--- config.mk ---
export PLATFORM = sky130hd
export DESIGN_NAME = pc_stack_fetch
export DESIGN_NICKNAME = d
export VERILOG_FILES = /design/src/rtl/pc_stack_fetch.sv
export SDC_FILE = /design/constraint.sdc
export NUM_CORES = 1
export LEC_CHECK = 0
export ABC_CLOCK_PERIOD_IN_PS = 4500
export CAP_MARGIN = 20
export CORE_MARGIN = 5
export CORE_UTILIZATION = 38
export CTS_CLUSTER_SIZE = 25
export DETAILED_ROUTE_END_ITERATION = 8
export SYNTH_ARGS = -nofsm -noshare
export SYNTH_HDL_FRONTEND = slang
export SYNTH_SLANG_ARGS = --single-unit
--- constraint.sdc ---
create_clock -name Clk -period 4.5 [get_ports Clk]
set_clock_uncertainty 0.05 [all_clocks]
set_input_delay 0.9 -clock Clk [delete_from_list [all_inputs] [get_ports Clk]]
set_output_delay 0.9 -clock Clk [all_outputs]
set_load 0.03 [all_outputs]
--- src/rtl/pc_stack_fetch.sv ---
// pc_stack_fetch: program counter sequencer with a return-address stack.
//
// Selects one of NUM_PROGS start addresses on Start, then advances the PC
// every cycle in RUN, honouring (in priority order) Stall, Halt, Ret, Call,
// Jump. Call/Ret use a STACK_DEPTH-entry LIFO; overflow and underflow set a
// sticky StackErr and fall through to a plain increment.
//
// Ports:
//   Clk            sole clock, rising edge
//   Reset          synchronous active-high reset
//   Start          load selected program base and enter RUN (held while high)
//   ProgSel        program index; out-of-range selects entry 0
//   Stall          freeze all state this cycle (RUN only)
//   Jump           branch to Target
//   BranchAbsOrRel 0 = absolute, 1 = PC-relative Jump
//   Call           push PC+1, jump absolute to Target
//   Ret            pop return address into PC
//   Halt           enter HALT, PC unchanged
//   Target         branch/call target (two's complement offset when relative)
//   ProgCtr        program counter
//   Running        state is RUN
//   Done           state is HALT
//   StackErr       sticky overflow/underflow flag
//   Depth          stack occupancy
module pc_stack_fetch #(
    parameter int PC_W        = 10,
    parameter int STACK_DEPTH = 4,
    parameter int NUM_PROGS   = 3,
    parameter logic [NUM_PROGS*PC_W-1:0] PROG_BASE = {10'd0, 10'd128, 10'd256},
    localparam int SEL_W = (NUM_PROGS > 1) ? $clog2(NUM_PROGS) : 1,
    localparam int DEP_W = $clog2(STACK_DEPTH + 1)
) (
    input  logic             Clk,
    input  logic             Reset,
    input  logic             Start,
    input  logic [SEL_W-1:0] ProgSel,
    input  logic             Stall,
    input  logic             Jump,
    input  logic             BranchAbsOrRel,
    input  logic             Call,
    input  logic             Ret,
    input  logic             Halt,
    input  logic [PC_W-1:0]  Target,
    output logic [PC_W-1:0]  ProgCtr,
    output logic             Running,
    output logic             Done,
    output logic             StackErr,
    output logic [DEP_W-1:0] Depth
);

    localparam int IDX_W = (STACK_DEPTH > 1) ? $clog2(STACK_DEPTH) : 1;
    localparam logic [DEP_W-1:0] FULL = DEP_W'(STACK_DEPTH);

    typedef enum logic [1:0] {IDLE, RUN, HALT} state_t;

    state_t            state_q, state_d;
    logic [PC_W-1:0]   pc_q, pc_d, pc_inc, base_sel;
    logic [DEP_W-1:0]  depth_q, depth_d, top_w;
    logic              err_q, err_d, push;
    logic              running_q, done_q;
    logic [PC_W-1:0]   stack_q [STACK_DEPTH];

    assign pc_inc = pc_q + PC_W'(1);
    assign top_w  = depth_q - DEP_W'(1);

    // Entry 0 sits in the most significant slice of PROG_BASE, so the table
    // reads left-to-right as program 0, 1, 2...
    always_comb begin
        base_sel = PROG_BASE[(NUM_PROGS-1)*PC_W +: PC_W];
        for (int i = 0; i < NUM_PROGS; i++) begin
            if (ProgSel == SEL_W'(i))
                base_sel = PROG_BASE[(NUM_PROGS-1-i)*PC_W +: PC_W];
        end
    end

    always_ff @(posedge Clk) begin
        if (Reset) begin
            state_q   <= IDLE;
            pc_q      <= '0;
            depth_q   <= '0;
            err_q     <= 1'b0;
            running_q <= 1'b0;
            done_q    <= 1'b0;
        end else begin
            state_q   <= state_d;
            pc_q      <= pc_d;
            depth_q   <= depth_d;
            err_q     <= err_d;
            running_q <= (state_d == RUN);
            done_q    <= (state_d == HALT);
        end
    end

    // Stack storage needs no reset: occupancy alone decides what is valid.
    always_ff @(posedge Clk) begin
        if (!Reset && push)
            stack_q[depth_q[IDX_W-1:0]] <= pc_inc;
    end

    always_comb begin
        state_d = state_q;
        pc_d    = pc_q;
        depth_d = depth_q;
        err_d   = err_q;
        push    = 1'b0;
        if (Start) begin
            state_d = RUN;
            pc_d    = base_sel;
            depth_d = '0;
            err_d   = 1'b0;
        end else if (state_q == RUN && !Stall) begin
            if (Halt) begin
                state_d = HALT;
            end else if (Ret) begin
                if (depth_q != '0) begin
                    pc_d    = stack_q[top_w[IDX_W-1:0]];
                    depth_d = top_w;
                end else begin
                    err_d = 1'b1;
                    pc_d  = pc_inc;
                end
            end else if (Call) begin
                if (depth_q != FULL) begin
                    push    = 1'b1;
                    depth_d = depth_q + DEP_W'(1);
                    pc_d    = Target;
                end else begin
                    err_d = 1'b1;
                    pc_d  = pc_inc;
                end
            end else if (Jump) begin
                pc_d = BranchAbsOrRel ? pc_q + Target : Target;
            end else begin
                pc_d = pc_inc;
            end
        end
    end

    assign ProgCtr  = pc_q;
    assign Running  = running_q;
    assign Done     = done_q;
    assign StackErr = err_q;
    assign Depth    = depth_q;

endmodule

Yosys cells after proc, flatten, opt, wreduce, memory -nomap -nowiden
Memories as Yosys holds them, arrays and structs flattened.
Cells that the tools add are included.
Operators by class
  add/sub/neg operators: 4
  equality and inequality tests: 10
  multiplexer cells: 30
  bitwise gates (word level): 1
  reduce and logical (&&, ||, !) cells: 12
Operators by type and width (count)
  two-way mux 10 bit: 10
  two-way mux 1 bit: 12
  two-way mux 3 bit: 4
  adder 10 x 1 -> 10 bit, second input constant: 1
  adder 10 bit: 1
  AND reduction 5 bit: 2
  two-way mux 8 bit: 1
  equality test 2 x 1 -> 1 bit, second input constant: 3
  two-way mux 2 bit: 3
  != test 2 bit, second input constant: 3
  nonzero test 2 bit: 3
  equality test 2 bit, second input constant: 2
  adder 3 x 1 -> 3 bit, second input constant: 1
  != test 3 bit, second input constant: 1
  nonzero test 3 bit: 1
  subtractor 3 x 1 -> 3 bit, second input constant: 1
  logical AND 1 bit: 2
  logical NOT 1 bit: 2
  != test 2 x 1 -> 1 bit, second input constant: 1
  AND reduction 2 bit: 1
  OR reduction 2 bit: 1
  NOT 1 bit: 1
Word-level totals
  register bits after elaboration: 18
  bits in writable memories: 40
  input port bits: 21
  logic and storage cells: 64
  memories kept: 1
Memory list
  stack_q: words 4, bits a word 10, rd ports 1, clocked after memory_dff 0, wr ports 1, line 61  | logic [PC_W-1:0] stack_q [STACK_DEPTH];

Longest topological paths before layout
  depth in word-level cells: 10
  gate-level depth with buffers: 12
  gate-level depth less buffers: 10

Least setup slack after synthesis
No wires, ideal clock.
  path kind: reg2reg
  start point: register depth_q[0], in the netlist Depth[0]
  end point: memory stack_q[0][0] (enable)
  arrival time: 2.425 ns
  path slack: 1.682 ns
  cell stages (with the launch flop): 10
  path buffers: 2
  cell sequence: dfxtp_1 > buf_4 > inv_1 > ha_1 > ha_1 > nand2b_1 > nand2b_1 > clkbuf_1 > nor3_1 > and2_1
Between the ends
  cells in the longest elaborated chain, start to end: 10
Ends and longest elaborated chain
  start: declaration: line 58  | logic [DEP_W-1:0] depth_q, depth_d, top_w;
  start signal: assignment: line 87  | depth_q <= depth_d;
  != test 3 bit: line 123  | if (depth_q != FULL) begin
  two-way mux 1 bit: line 123
  two-way mux 1 bit: line 122  | end else if (Call) begin
  two-way mux 1 bit: line 114  | end else if (Ret) begin
  two-way mux 1 bit: line 112  | if (Halt) begin
  two-way mux 1 bit: line 111  | end else if (state_q == RUN && !Stall) begin
  two-way mux 1 bit: line 106  | if (Start) begin
  logical AND 1 bit: line 96  | if (!Reset && push)
  two-way mux 1 bit: line 96
  two-way mux 1 bit (implied by the code): line 97  | stack_q[depth_q[IDX_W-1:0]] <= pc_inc;
  end: declaration: line 61
Parallel ways exist; a longest one is shown, timed or not.

Worst setup path after layout
  start point: input port Target[2]
  end point: register pc_q[9], in the netlist ProgCtr[9]
Between the ends
  cells in the longest elaborated chain, start to end: 8
Ends and longest elaborated chain
  start: declaration: line 43  | input logic [PC_W-1:0] Target,
  adder 10 bit: line 132  | pc_d = BranchAbsOrRel ? pc_q + Target : Target;
  two-way mux 10 bit: line 132
  two-way mux 10 bit: line 131  | end else if (Jump) begin
  two-way mux 10 bit: line 122
  two-way mux 10 bit: line 114
  two-way mux 10 bit: line 112
  two-way mux 10 bit: line 111
  two-way mux 10 bit: line 106
  end signal: assignment: line 86  | pc_q <= pc_d;
  end: declaration: line 57  | logic [PC_W-1:0] pc_q, pc_d, pc_inc, base_sel;
Every way passes these cells. The select of a mux whose other input is x is not followed.
A chain may end at the register's enable or synchronous reset.

==> reports/qor.txt <==
status = finished, final reports clean
Post-synth EDFFs = 40
Die H = 102 um
Starting Density = 0.393
Seq/Total Area, Yosys = 0.481
die width = 102 um
GPL Wtd Cong = 0.852
f_max = 335 MHz
clk root buf = clkbuf_8
Hold Path Class = register to register
post-synthesis cell type count = 52
count leader, synth = edfxtp_1
top cells by count, synth = edfxtp_1, a21oi_1, nor2_1, o21ai_0, nand2_1
Setup-failing EPs final = 0
Fillers = 801
crit-path max FO = 4
IO Port Bufs = 36
Detailed Place HPWL = 5690 um
first-pass GRT wire length = 12,300 um
pin count of the biggest net entering global routing = 16
maximum VDD drop = 0.188 mV
via/cell ratio = 5.33
core box area = 8260 sq um
# clock sinks = 58
RSZ-0062 raised after global routing = false
WL per Instance = 17.2 um
Rows = 33
Least-Margin Pin Slew = 0.911 ns
Die ar. = 10,500 sq um
CTS tree = done
Ant. Diodes = 0
I/O pins = 37
Clock transition at path regs = 0.07 ns
relative slew slack = 0.384
Final Hold Viols = 0
CTS resizes = 0
all-layer global routing usage = 0.157
vias in the first global route = 2,331
htree depth = 3
Cells after Synth = 295
CTS Buf Count = 9
net count after synthesis = 333
ANT nets after route = 0
number of DRC markers in iteration 0 = 57
ys flop type = edfxtp_1
top-area cell type share of the netlist area = 0.370
Leakage = 1.35 nW
CP required = 4.71 ns
drt first pass iters = 5
total number of vias = 2,359
Yosys top cell by area = edfxtp_1
Area contributors post-synth = edfxtp_1, dfxtp_1, mux4_2
Async SR Flop Fraction = 0
Post-CTS Hold Buffers = 0
DRT Wirelength = 7600 um
startpoint type of the worst setup path = input pin
GRT Residual Overflow = 0
drt drc = 0
number of max-cap violations = 0
Final #Nets = 371
Yosys reg bits = 58
antenna violations before repair = 0
Layout area overhead = 20.7%
minimum clock period = 2.98 ns
Tcrit/Tclk final = 0.663
total power = 1.22 mW
Setup Total Neg Slack = 0 ns
Avg Cell Area, Syn = 11.0 sq um
CP Capture Type = register
power density cells = 313 nW/um^2
Bufs on Longest Clock Path = 2
postcts setup bufs = 0
WP data arrival = 3.20 ns
WS Path Type = input pin to register
Slew Limit Fails = 0
share of layout cells above drive strength 1 = 0.127
Worst-Skew Late Latency = 0.35 ns
Mapped Area = 3240 sq um
synth warn = 0
==> worst paths after layout <==
kind,end,slack (ns),cells past startpoint,from
setup reg to reg,stack_q[0][2],1.53,8,Depth[0]
setup / recovery,ProgCtr[9],1.52,9,Target[2]
hold / removal,StackErr,0.44,2,StackErr
hold reg to reg,StackErr,0.44,2,StackErr
==> area by class of cell <==
| class | instances | area [sq um] | share of cell area |
|---|---|---|---|
| clock buffers | 9 | 124 | 0.0316 |
| clock inverters | 7 | 101 | 0.0259 |
| inverters | 15 | 56.3 | 0.0144 |
| multi-input cells | 212 | 1570 | 0.402 |
| flip-flops and latches | 58 | 1560 | 0.399 |
| well taps | 105 | 131 | 0.0335 |
| repair buffers | 37 | 368 | 0.0939 |
==> report_power, final <==
| part | internal [mW] | total, mW | switching, mW |
|---|---|---|---|
| Combinational | 0.0470 | 0.106 | 0.0594 |
| Sequential | 0.568 | 0.573 | 0.00498 |
| Clock | 0.316 | 0.545 | 0.229 |
==> flip-flops by register name (all words and copies together), names as in the netlist <==
name and flops:
Depth 3, Done 1, ProgCtr 10, Running 1, StackErr 1, stack_q 40
state_q 2
==> placed cells by master, fill, tap and decap left out, drive strengths merged, types with 2 or more instances in the layout <==
| cell | n |
|---|---|
| edfxtp | 40 |
| clkdlybuf4s50 | 36 |
| a21oi | 29 |
| o21ai | 26 |
| nor2 | 24 |
| nand2 | 20 |
| dfxtp | 18 |
| inv | 17 |
| ha | 16 |
| xnor2 | 10 |
| mux4 | 10 |
| clkbuf | 9 |
| nand2b | 7 |
| a211oi | 7 |
| and2 | 6 |
| xor2 | 5 |
| nor3 | 5 |
| nor2b | 5 |
| or3 | 4 |
| o22ai | 4 |
| nand3 | 3 |
| mux2i | 3 |
| o31ai | 3 |
| nand4 | 3 |
| nor4 | 2 |
| a31oi | 2 |
| a221oi | 2 |
| bufinv | 2 |
| clkinvlp | 2 |
| a21o | 2 |
| o211ai | 2 |
==> worst max-delay path, stage by stage <==
cell,delay (ns)
clkdlybuf4s50_1,0.47
ha_1,0.36
o21ai_0,0.12
o21ai_1,0.17
a21oi_2,0.10
o31ai_1,0.38
xor2_1,0.19
mux2_2,0.35
a211oi_2,0.16
==> per-stage QoR <==
stage | hold slack [ns] | worst slack [ns] | cells | area, sq um | utilization
after floorplan | 0.442 | 1.68 | 295 | 3240 | -
after global placement | 0.407 | 1.19 | 427 | 3690 | 0.447
after detailed placement | 0.422 | 1.17 | 427 | 3690 | 0.447
after CTS | 0.443 | 1.48 | 443 | 3920 | 0.474
after global routing | 0.489 | 1.30 | 443 | 3920 | 0.474
final | 0.435 | 1.52 | 443 | 3920 | 0.474
==> cell families after synthesis <==
| logic type | after synthesis | synth area share |
|---|---|---|
| and+or+nand+nor | 84 | 0.137 |
| AOI/OAI and AO/OA | 82 | 0.157 |
| DFF | 58 | 0.481 |
| buffers and inverters | 25 | 0.0336 |
| adders and majority gates | 17 | 0.0679 |
| xor gates and xnor gates | 15 | 0.0405 |
| muxes | 14 | 0.0821 |
==> per-layer routing <==
metal,up-vias,GRT usage,part of all wire
met5,-,0,0
met4,0,0.0394,0.012
met3,12,0.0410,0.050
met2,49,0.269,0.50
met1,1124,0.196,0.44
li1,1174,-,-
Power figures use the tool's default switching activity.
